`src/rtl/seq_stage_controller_if.sv`:
```
// Datapath-facing bus of the Y86-64 SEQ stage controller.
// The step input exists only when SEQ_SINGLE_STEP_EN is defined.
interface seq_stage_controller_if #(
    parameter int ADDR_W = 64,
    parameter int CNT_W  = 32
);
    logic              run;
    logic [3:0]        icode;
    logic              instruction_valid;
    logic              imem_error;
    logic              dmem_error;
    logic              mem_ready;
    logic [ADDR_W-1:0] new_pc;
`ifdef SEQ_SINGLE_STEP_EN
    logic              step;
`endif
    logic [ADDR_W-1:0] pc;
    logic              fetch_en;
    logic              decode_en;
    logic              execute_en;
    logic              memory_en;
    logic              writeback_en;
    logic              pcupd_en;
    logic [2:0]        stat;
    logic              halted;
    logic [CNT_W-1:0]  instr_count;

    modport master (
        output run, icode, instruction_valid, imem_error, dmem_error, mem_ready, new_pc,
`ifdef SEQ_SINGLE_STEP_EN
        output step,
`endif
        input  pc, fetch_en, decode_en, execute_en, memory_en, writeback_en, pcupd_en,
        input  stat, halted, instr_count
    );

    modport slave (
        input  run, icode, instruction_valid, imem_error, dmem_error, mem_ready, new_pc,
`ifdef SEQ_SINGLE_STEP_EN
        input  step,
`endif
        output pc, fetch_en, decode_en, execute_en, memory_en, writeback_en, pcupd_en,
        output stat, halted, instr_count
    );
endinterface

```
`src/rtl/seq_stage_controller.sv`:
```
// Multi-cycle stage sequencer for the Y86-64 SEQ core: owns PC, stage enables, status and retire count.
// Optional single-step mode (PAUSE state, step input) is built when SEQ_SINGLE_STEP_EN is defined.
module seq_stage_controller #(
    parameter int                ADDR_W   = 64,
    parameter logic [ADDR_W-1:0] RESET_PC = '0,
    parameter int                CNT_W    = 32
) (
    input logic                    clk,
    input logic                    rst,
    seq_stage_controller_if.slave  bus
);
    // state     | meaning
    // IDLE      | stopped, waiting for run
    // FETCH     | fetch_en; classify instruction status
    // DECODE    | decode_en
    // EXECUTE   | execute_en
    // MEMORY    | memory_en; wait for mem_ready
    // WRITEBACK | writeback_en
    // PCUPDATE  | pcupd_en; load new_pc, retire
    // HALT      | terminal until reset
    // PAUSE     | single-step hold, waiting for step
    typedef enum logic [3:0] {
        S_IDLE,
        S_FETCH,
        S_DECODE,
        S_EXECUTE,
        S_MEMORY,
        S_WRITEBACK,
        S_PCUPDATE,
`ifdef SEQ_SINGLE_STEP_EN
        S_PAUSE,
`endif
        S_HALT
    } state_t;

    localparam logic [2:0]       STAT_AOK = 3'd1;
    localparam logic [2:0]       STAT_HLT = 3'd2;
    localparam logic [2:0]       STAT_ADR = 3'd3;
    localparam logic [2:0]       STAT_INS = 3'd4;
    localparam logic [CNT_W-1:0] CNT_MAX  = '1;

    state_t            state_q, state_d;
    logic [ADDR_W-1:0] pc_q, pc_d;
    logic [CNT_W-1:0]  cnt_q, cnt_d;
    logic [2:0]        stat_q, stat_d;
    logic [5:0]        en_q, en_d;
    logic              halted_q, halted_d;

    always_ff @(posedge clk or posedge rst) begin
        if (rst) begin
            state_q  <= S_IDLE;
            pc_q     <= RESET_PC;
            cnt_q    <= '0;
            stat_q   <= STAT_AOK;
            en_q     <= '0;
            halted_q <= 1'b0;
        end else begin
            state_q  <= state_d;
            pc_q     <= pc_d;
            cnt_q    <= cnt_d;
            stat_q   <= stat_d;
            en_q     <= en_d;
            halted_q <= halted_d;
        end
    end

    always_comb begin
        state_d = state_q;
        pc_d    = pc_q;
        cnt_d   = cnt_q;
        stat_d  = stat_q;
        case (state_q)
            S_IDLE: begin
                if (bus.run) state_d = S_FETCH;
            end
            S_FETCH: begin
                if (bus.imem_error) begin
                    stat_d  = STAT_ADR;
                    state_d = S_HALT;
                end else if (!bus.instruction_valid) begin
                    stat_d  = STAT_INS;
                    state_d = S_HALT;
                end else if (bus.icode == 4'h0) begin
                    stat_d  = STAT_HLT;
                    state_d = S_HALT;
                end else begin
                    state_d = S_DECODE;
                end
            end
            S_DECODE:  state_d = S_EXECUTE;
            S_EXECUTE: state_d = S_MEMORY;
            S_MEMORY: begin
                if (bus.mem_ready) begin
                    if (bus.dmem_error) begin
                        stat_d  = STAT_ADR;
                        state_d = S_HALT;
                    end else begin
                        state_d = S_WRITEBACK;
                    end
                end
            end
            S_WRITEBACK: state_d = S_PCUPDATE;
            S_PCUPDATE: begin
                pc_d  = bus.new_pc;
                cnt_d = (cnt_q == CNT_MAX) ? cnt_q : cnt_q + 1'b1;
`ifdef SEQ_SINGLE_STEP_EN
                state_d = bus.run ? S_PAUSE : S_IDLE;
`else
                state_d = bus.run ? S_FETCH : S_IDLE;
`endif
            end
`ifdef SEQ_SINGLE_STEP_EN
            S_PAUSE: begin
                if (!bus.run)     state_d = S_IDLE;
                else if (bus.step) state_d = S_FETCH;
            end
`endif
            S_HALT:  state_d = S_HALT;
            default: state_d = S_IDLE;
        endcase
    end

    // Enables are registered from the next state so they line up with state_q without output glitches.
    always_comb begin
        en_d     = '0;
        halted_d = (state_d == S_HALT);
        case (state_d)
            S_FETCH:     en_d[0] = 1'b1;
            S_DECODE:    en_d[1] = 1'b1;
            S_EXECUTE:   en_d[2] = 1'b1;
            S_MEMORY:    en_d[3] = 1'b1;
            S_WRITEBACK: en_d[4] = 1'b1;
            S_PCUPDATE:  en_d[5] = 1'b1;
            default:     en_d    = '0;
        endcase
    end

    assign bus.pc           = pc_q;
    assign bus.fetch_en     = en_q[0];
    assign bus.decode_en    = en_q[1];
    assign bus.execute_en   = en_q[2];
    assign bus.memory_en    = en_q[3];
    assign bus.writeback_en = en_q[4];
    assign bus.pcupd_en     = en_q[5];
    assign bus.stat         = stat_q;
    assign bus.halted       = halted_q;
    assign bus.instr_count  = cnt_q;
endmodule
```
`src/flat_wrapper.sv`:
```
// flat-port wrapper written by rule: the top's interface ports become plain ports
module seq_stage_controller_flat 
#(
    parameter int                ADDR_W   = 64,
    parameter logic [ADDR_W-1:0] RESET_PC = '0,
    parameter int                CNT_W    = 32
)
  (clk, rst, bus_run, bus_icode, bus_instruction_valid, bus_imem_error, bus_dmem_error, bus_mem_ready, bus_new_pc, bus_pc, bus_fetch_en, bus_decode_en, bus_execute_en, bus_memory_en, bus_writeback_en, bus_pcupd_en, bus_stat, bus_halted, bus_instr_count);
  seq_stage_controller_if #(.ADDR_W(ADDR_W), .CNT_W(CNT_W)) bus_i ();
  input logic clk;
  input logic rst;
  input wire logic [$bits(bus_i.run)-1:0] bus_run;
  input wire logic [$bits(bus_i.icode)-1:0] bus_icode;
  input wire logic [$bits(bus_i.instruction_valid)-1:0] bus_instruction_valid;
  input wire logic [$bits(bus_i.imem_error)-1:0] bus_imem_error;
  input wire logic [$bits(bus_i.dmem_error)-1:0] bus_dmem_error;
  input wire logic [$bits(bus_i.mem_ready)-1:0] bus_mem_ready;
  input wire logic [$bits(bus_i.new_pc)-1:0] bus_new_pc;
  output wire logic [$bits(bus_i.pc)-1:0] bus_pc;
  output wire logic [$bits(bus_i.fetch_en)-1:0] bus_fetch_en;
  output wire logic [$bits(bus_i.decode_en)-1:0] bus_decode_en;
  output wire logic [$bits(bus_i.execute_en)-1:0] bus_execute_en;
  output wire logic [$bits(bus_i.memory_en)-1:0] bus_memory_en;
  output wire logic [$bits(bus_i.writeback_en)-1:0] bus_writeback_en;
  output wire logic [$bits(bus_i.pcupd_en)-1:0] bus_pcupd_en;
  output wire logic [$bits(bus_i.stat)-1:0] bus_stat;
  output wire logic [$bits(bus_i.halted)-1:0] bus_halted;
  output wire logic [$bits(bus_i.instr_count)-1:0] bus_instr_count;
  assign bus_i.run = bus_run;
  assign bus_i.icode = bus_icode;
  assign bus_i.instruction_valid = bus_instruction_valid;
  assign bus_i.imem_error = bus_imem_error;
  assign bus_i.dmem_error = bus_dmem_error;
  assign bus_i.mem_ready = bus_mem_ready;
  assign bus_i.new_pc = bus_new_pc;
  assign bus_pc = bus_i.pc;
  assign bus_fetch_en = bus_i.fetch_en;
  assign bus_decode_en = bus_i.decode_en;
  assign bus_execute_en = bus_i.execute_en;
  assign bus_memory_en = bus_i.memory_en;
  assign bus_writeback_en = bus_i.writeback_en;
  assign bus_pcupd_en = bus_i.pcupd_en;
  assign bus_stat = bus_i.stat;
  assign bus_halted = bus_i.halted;
  assign bus_instr_count = bus_i.instr_count;
  seq_stage_controller #(.ADDR_W(ADDR_W), .RESET_PC(RESET_PC), .CNT_W(CNT_W)) u_core (.clk(clk), .rst(rst), .bus(bus_i));
endmodule
```
`config.mk`:
```
export PLATFORM = sky130hd
export DESIGN_NAME = seq_stage_controller_flat
export DESIGN_NICKNAME = d
export VERILOG_FILES = /design/src/rtl/seq_stage_controller_if.sv /design/src/rtl/seq_stage_controller.sv /design/src/flat_wrapper.sv
export SDC_FILE = /design/constraint.sdc
export NUM_CORES = 1
export LEC_CHECK = 0
export BUFFER_PORTS_ARGS = -buffer_cell sky130_fd_sc_hd__clkbuf_2
export CAP_MARGIN = 25
export CORE_ASPECT_RATIO = 0.9
export CORE_MARGIN = 4
export CORE_UTILIZATION = 44
export DETAILED_ROUTE_END_ITERATION = 7
export PLACE_DENSITY = 0.88
export SYNTH_ARGS = -nofsm -noshare
export SYNTH_HDL_FRONTEND = slang
export SYNTH_SLANG_ARGS = --single-unit
```
`constraint.sdc`:
```
create_clock -name clk -period 3.4 [get_ports clk]
set_input_delay 0.34 -clock clk [delete_from_list [all_inputs] [get_ports clk]]
set_output_delay 0.34 -clock clk [all_outputs]
set_load 0.01 [all_outputs]
```
---- Yosys cells after proc, flatten, opt, wreduce, memory -nomap -nowiden ----
Cells that the tools add are included.
word-level totals
  word-level logic and storage cells ...... 51
  input port bits ......................... 75
  output and inout bits ................... 106
  bits in registers ....................... 110
cells by class
  bitwise operators ....................... 1
  mux-type cells .......................... 20
  reductions and logical operators ........ 5
  eq/ne operators ......................... 18
  add/subtract/negate cells ............... 1
operator list
  operator                                                                count
  32-bit by 1-bit adder with 32-bit output (second input constant)        1
  32-bit equality test (second input constant)                            1
  4-bit by 3-bit equality test with 1-bit output (second input constant)  8
  4-bit case mux with 8 select lines                                      1
  3-bit two-way mux                                                       6
  4-bit by 2-bit equality test with 1-bit output (second input constant)  4
  4-bit two-way mux                                                       4
  4-bit by 1-bit equality test with 1-bit output (second input constant)  2
  4-bit logical NOT                                                       2
  1-bit two-way mux                                                       7
  3-bit case mux with 2 select lines                                      1
  2-bit != test (second input constant)                                   2
  4-bit by 3-bit != test with 1-bit output (second input constant)        1
  4-bit AND reduction                                                     1
  2-bit two-way mux                                                       1
  2-bit AND reduction                                                     1
  2-bit nonzero test                                                      1
  1-bit NOT                                                               1

---- Logic depth before layout (Yosys ltp) ----
  word-level depth ........................ 7
  gate-level depth with buffers ........... 7
  mapped depth without buffers ............ 6

---- Least setup slack after synthesis ----
No wires, ideal clock.
  path kind ............................... register -> register
  from .................................... register u_core.cnt_q[0] (netlist: u_core.bus.instr_count[0])
  to ...................................... register u_core.cnt_q[24] (netlist: u_core.bus.instr_count[24])
  cell stages (with the launch flop) ...... 7
  arrival ................................. 2.026 ns
  period minus slack after synthesis ...... 2.151 ns
  path buffers ............................ 0
  slack ................................... 1.249 ns
  library setup time ...................... 0.125 ns
  required time ........................... 3.275 ns
  path through ............................ dfrtp_1 ha_1 nand2_1 or3_4 or4_4 nor2_1 mux2_2
on the way
  cells in the longest elaborated chain, start to end .. 3
  elaborated cells on any way between the ends .. 4
  classes of those cells .................. add/sub: 1; eq/ne: 1; bitwise: 1; reduce/logical: 1
RTL lines
  item                                                                                              RTL line                    text
  start: declaration                                                                                seq_stage_controller.sv:44  logic [CNT_W-1:0] cnt_q, cnt_d;
  start signal: assignment                                                                          seq_stage_controller.sv:60  cnt_q <= cnt_d;
  parallel branches: the longest is 3 deep, another holds 32-bit by 1-bit adder with 32-bit output  -
Parallel ways; which one is timed is not known.
A chain may end at the register's enable or synchronous reset.

---- Worst setup path after layout ----
  from .................................... register u_core.cnt_q[8] (netlist: u_core.bus.instr_count[8])
  to ...................................... register u_core.cnt_q[1] (netlist: u_core.bus.instr_count[1])
on the way
  cells in the longest elaborated chain, start to end .. 3
RTL lines
  item                                  RTL line                     text
  32-bit equality test                  seq_stage_controller.sv:105  cnt_d = (cnt_q == CNT_MAX) ? cnt_q : cnt_q + 1'b1;
  1-bit NOT (no source line)            -
  2-bit AND reduction (no source line)  -
Every way passes these cells.

==> impl_summary.md <==
Status
The flow ran to the end, and the final reports show no timing, DRC or antenna violations.

Yosys
For this run, asynchronously set or reset flops after synthesis account for 100%. The fraction of synthesized cell area in xor and xnor cells is 5.47%. Among all cell types in the netlist, the one instantiated most often is sky130_fd_sc_hd__nand2_1.

The primary flip-flop cell chosen by synthesis mapping is sky130_fd_sc_hd__dfrtp_1. The cell type with the largest total area after synthesis is sky130_fd_sc_hd__dfrtp_1. The largest family of logic cells by synthesized area is simple AND/OR/NAND/NOR gates.

The share of Yosys cell area claimed by the top area cell type is 58.8%. The count of yosys warnings during synthesis is 0. The proportion of synthesized area in mux cells is 1.67%. The share of synthesized cell area in full adder, half adder and majority cells is 0.270%. The synthesized design contains 0 enable-type register cells. In this run, synthesis produced a sequential element count of 110.

In the post-synthesis netlist, the biggest area contributors are sky130_fd_sc_hd__dfrtp_1 59%, sky130_fd_sc_hd__nand2_1 17%, sky130_fd_sc_hd__xnor2_1 3.8%. The number of standard cells after synthesis is 486. The mean area per synthesized cell is 9.55 sq um. The post-synthesis share of cell area spent on and, or, nand and nor gates is 29.1%. The number of nets produced by synthesis is 562. The compound-cell area share of the yosys netlist is 1.83%. The commonest cells after synthesis are 212 x sky130_fd_sc_hd__nand2_1, 109 x sky130_fd_sc_hd__dfrtp_1, 20 x sky130_fd_sc_hd__xnor2_1. The number of unique standard cell types used by synthesis is 49. Summing the sequential cell areas from Yosys gives 59.3% of the chip area. The synthesized netlist occupies a cell area of 4640 sq um.

Drt
The violation count after the first detailed-routing iteration is 300. Once detail routing completed, the nets flagged for antenna violations numbered 0. The wire length per cell after detailed routing is 14.4 microns. The total wire length is 11.4 mm.

For this run, the detailed router's first-pass iteration total came to 5. Summing over every cut layer, the via total after detailed routing is 3,951. The detail-routed via count per cell is 4.98. The number of remaining DRC errors is 0.

STA
At the pin with the least slew margin, the transition time is 863 ps. The max-slew violation count is 0. The worst setup skew after layout is 5.90 ps. The number of endpoints with negative hold slack in the final report is 0. Setup violations remaining at the end of the flow were counted as 0. Setup repair after global routing left no endpoint under its margin.

The post-route setup TNS is 0 ps. The worst path uses 68.0% of the clock period. Headroom to the max-slew limit came out at 41.0%.

Timing would allow up to 433 MHz. The minimum period implied by the final worst setup slack is 2310 ps.

CTS
The root cell of the clock tree is sky130_fd_sc_hd__clkbuf_16. The later pin in the worst-skew pair is clocked with a latency of 340 ps. The total of hold buffers inserted after clock tree synthesis is 0. Clock tree synthesis found a total of 110 sinks.

The CTS tree is yes. The buffer depth of the longest clock path is 2. Once the clock tree was built, the resizer swapped 0 gates to a different size. Buffers added to address setup during post-CTS repair amount to 0.

The register clock-pin slew on the reported worst setup and hold paths is 70 ps. The deepest level of the CTS H-tree is 3. The total clock buffers created by CTS is 9.

Worst setup path
The startpoint class of the critical path is a flip-flop. For this run, the slowest stage of the critical path takes 580 ps. The setup path with the least slack is of type flip-flop to flip-flop. The critical path goes through nand4_2 > or4_1 > nor3_1 > buf_4 > nor2_2 > mux2_4. The critical path depth is 6. The data required time of the worst path is 3630 ps. The library cell contributing the largest single delay on the critical path is sky130_fd_sc_hd__or4_1. The number of buffer and inverter stages on the critical path is 1.

Among cell families on the critical path, the largest total delay comes from simple AND/OR/NAND/NOR gates. The source of the worst register-to-register timing path is u_core.bus.instr_count[8]. At the worst endpoint, the arrival time is 2540 ps. The worst register-to-register path ends at u_core.bus.instr_count[1]. Along the worst path, the maximum fanout reaches 8. STA classifies the critical path endpoint as a flip-flop.

Across all register-to-register paths, the minimum setup slack is 1090 ps. For the worst flop-to-flop path, the logic depth is 6.

Worst hold path
The worst hold-check path type is input port to async pin.

Pwr
The leakage power total is 3.15 nW. The power density over the cells is 723 nW/um^2. Across the VDD grid, the largest voltage drop is 0.000602 V.

GRT
The number of global-route vias before repair was 3,880. The initial antenna violation count was 0. The largest net degree at the start of global routing is 70. The total overflow reported by the global router is 0. The total routing usage reported by global routing is 18.4%. The wire length of the first global-routing pass is 18.3 mm.

Die
The die is 116 microns wide. The die outline area is 12,300 sq um. 181 I/O pins were placed. From bottom edge to top edge, the die measures 105 microns.

The floorplan has 35 rows. For this configuration, the core starts out at a cell density of 45.1%. The core region is 10,300 sq um.

Layout
At the end of the flow the core is filled with cells to 58.4%. The area added between synthesis and finish is 29.4%. Of the cells placed in the final design, the portion with a size suffix greater than 1 is 32.6%. The final layout contains 736 nets. The number of antenna repair diodes is 0.

Placed design
Routability-driven placement finished with a final weighted congestion of 0.848. Port buffering added 180 buffers. The HPWL after detailed placement is 8.47 mm.

Job
The tool flagged a number of max-cap violations equal to 0.
==> worst register-to-register path: stages, from the launching register on <==
cell and delay, ps:
sky130_fd_sc_hd__dfrtp_1 450, sky130_fd_sc_hd__nand4_2 200, sky130_fd_sc_hd__or4_1 580, sky130_fd_sc_hd__nor3_1 340, sky130_fd_sc_hd__buf_4 240, sky130_fd_sc_hd__nor2_2 60, sky130_fd_sc_hd__mux2_4 320
==> sequential cells by signal, summed over array words and instances, names as in the netlist <==
| name | cells |
|---|---|
| u_core.bus.halted | 1 |
| u_core.bus.instr_count | 32 |
| u_core.bus.pc | 64 |
| u_core.bus.stat | 3 |
| u_core.en_q | 6 |
| u_core.state_q | 4 |
==> area by class of cell <==
cell class	count	area [sq um]
multi-input cells	350	1810
well taps	129	161
inverters	4	17.5
clock buffers	11	243
clock inverters	5	58.8
repair buffers	185	958
fillers	885	4280
flip-flops and latches	110	2750
==> placed cells by master (no fill, tap or decap), drive strengths merged, types with 2 or more instances in the layout <==
master / n
nand4: 11
nor3: 8
xnor2: 20
nor4: 6
mux2i: 4
or3: 2
or2: 4
nor4b: 2
dfrtp: 109
clkinvlp: 2
nor4bb: 3
inv: 4
nand3b: 2
or4: 5
clkbuf: 191
nand3: 14
buf: 5
and3: 6
xor2: 9
nor2: 14
clkinv: 2
mux2: 3
a21oi: 6
nand2: 212
and2: 3
o21ai: 3
==> where the power goes <==
part / switching, W / internal, W / leakage, nW / total (W)
sequential: 0.000289 / 0.00174 / 1.33 / 0.00203
combinational: 0.000714 / 0.000549 / 1.68 / 0.00126
clock: 0.000456 / 0.000592 / 0.142 / 0.00105
==> cells by family (layout without fill, tap and decap cells) <==
logic type,after synthesis,after routing
multiplexers,7,7
AND/OR/NAND/NOR,298,298
buffers and inverters,26,205
flip-flops,110,110
AO/OA/AOI/OAI,14,14
XOR/XNOR,29,29
adder cells (fa/ha/maj),1,1
other,1,1
==> metrics by stage <==
step	worst slack [ps]	power, W	area (sq um)	hold slack (ps)	std cells
after floorplan	159	0.00269	4640	445	486
after global placement	1190	0.00327	5680	456	777
after detailed placement	1100	0.00334	5710	444	778
after CTS	1110	0.00440	6010	71.3	794
after global routing	980	0.00463	6010	96.7	794
final	1090	0.00434	6010	50.3	794
==> worst max-delay path by stage <==
stage	endpoint	slack [ps]	start
detailed placement	u_core.bus.instr_count[1]	1100	u_core.bus.instr_count[8]
CTS	u_core.bus.instr_count[1]	1110	u_core.bus.instr_count[8]
global placement	u_core.bus.instr_count[1]	1190	u_core.bus.instr_count[8]
floorplan	u_core.bus.halted	160	rst
finish	u_core.bus.instr_count[1]	1090	u_core.bus.instr_count[8]
global route	u_core.bus.instr_count[1]	980	u_core.bus.instr_count[8]
==> metal layers <==
layer	GRT usage [%]	wire length [microns]	up-vias
li1	-	-	1915
met1	21.7	4600	1875
met2	32.1	5670	147
met3	5.22	986	14
met4	5.97	153	0
met5	0	0	-
(Power assumes the default switching activity.)
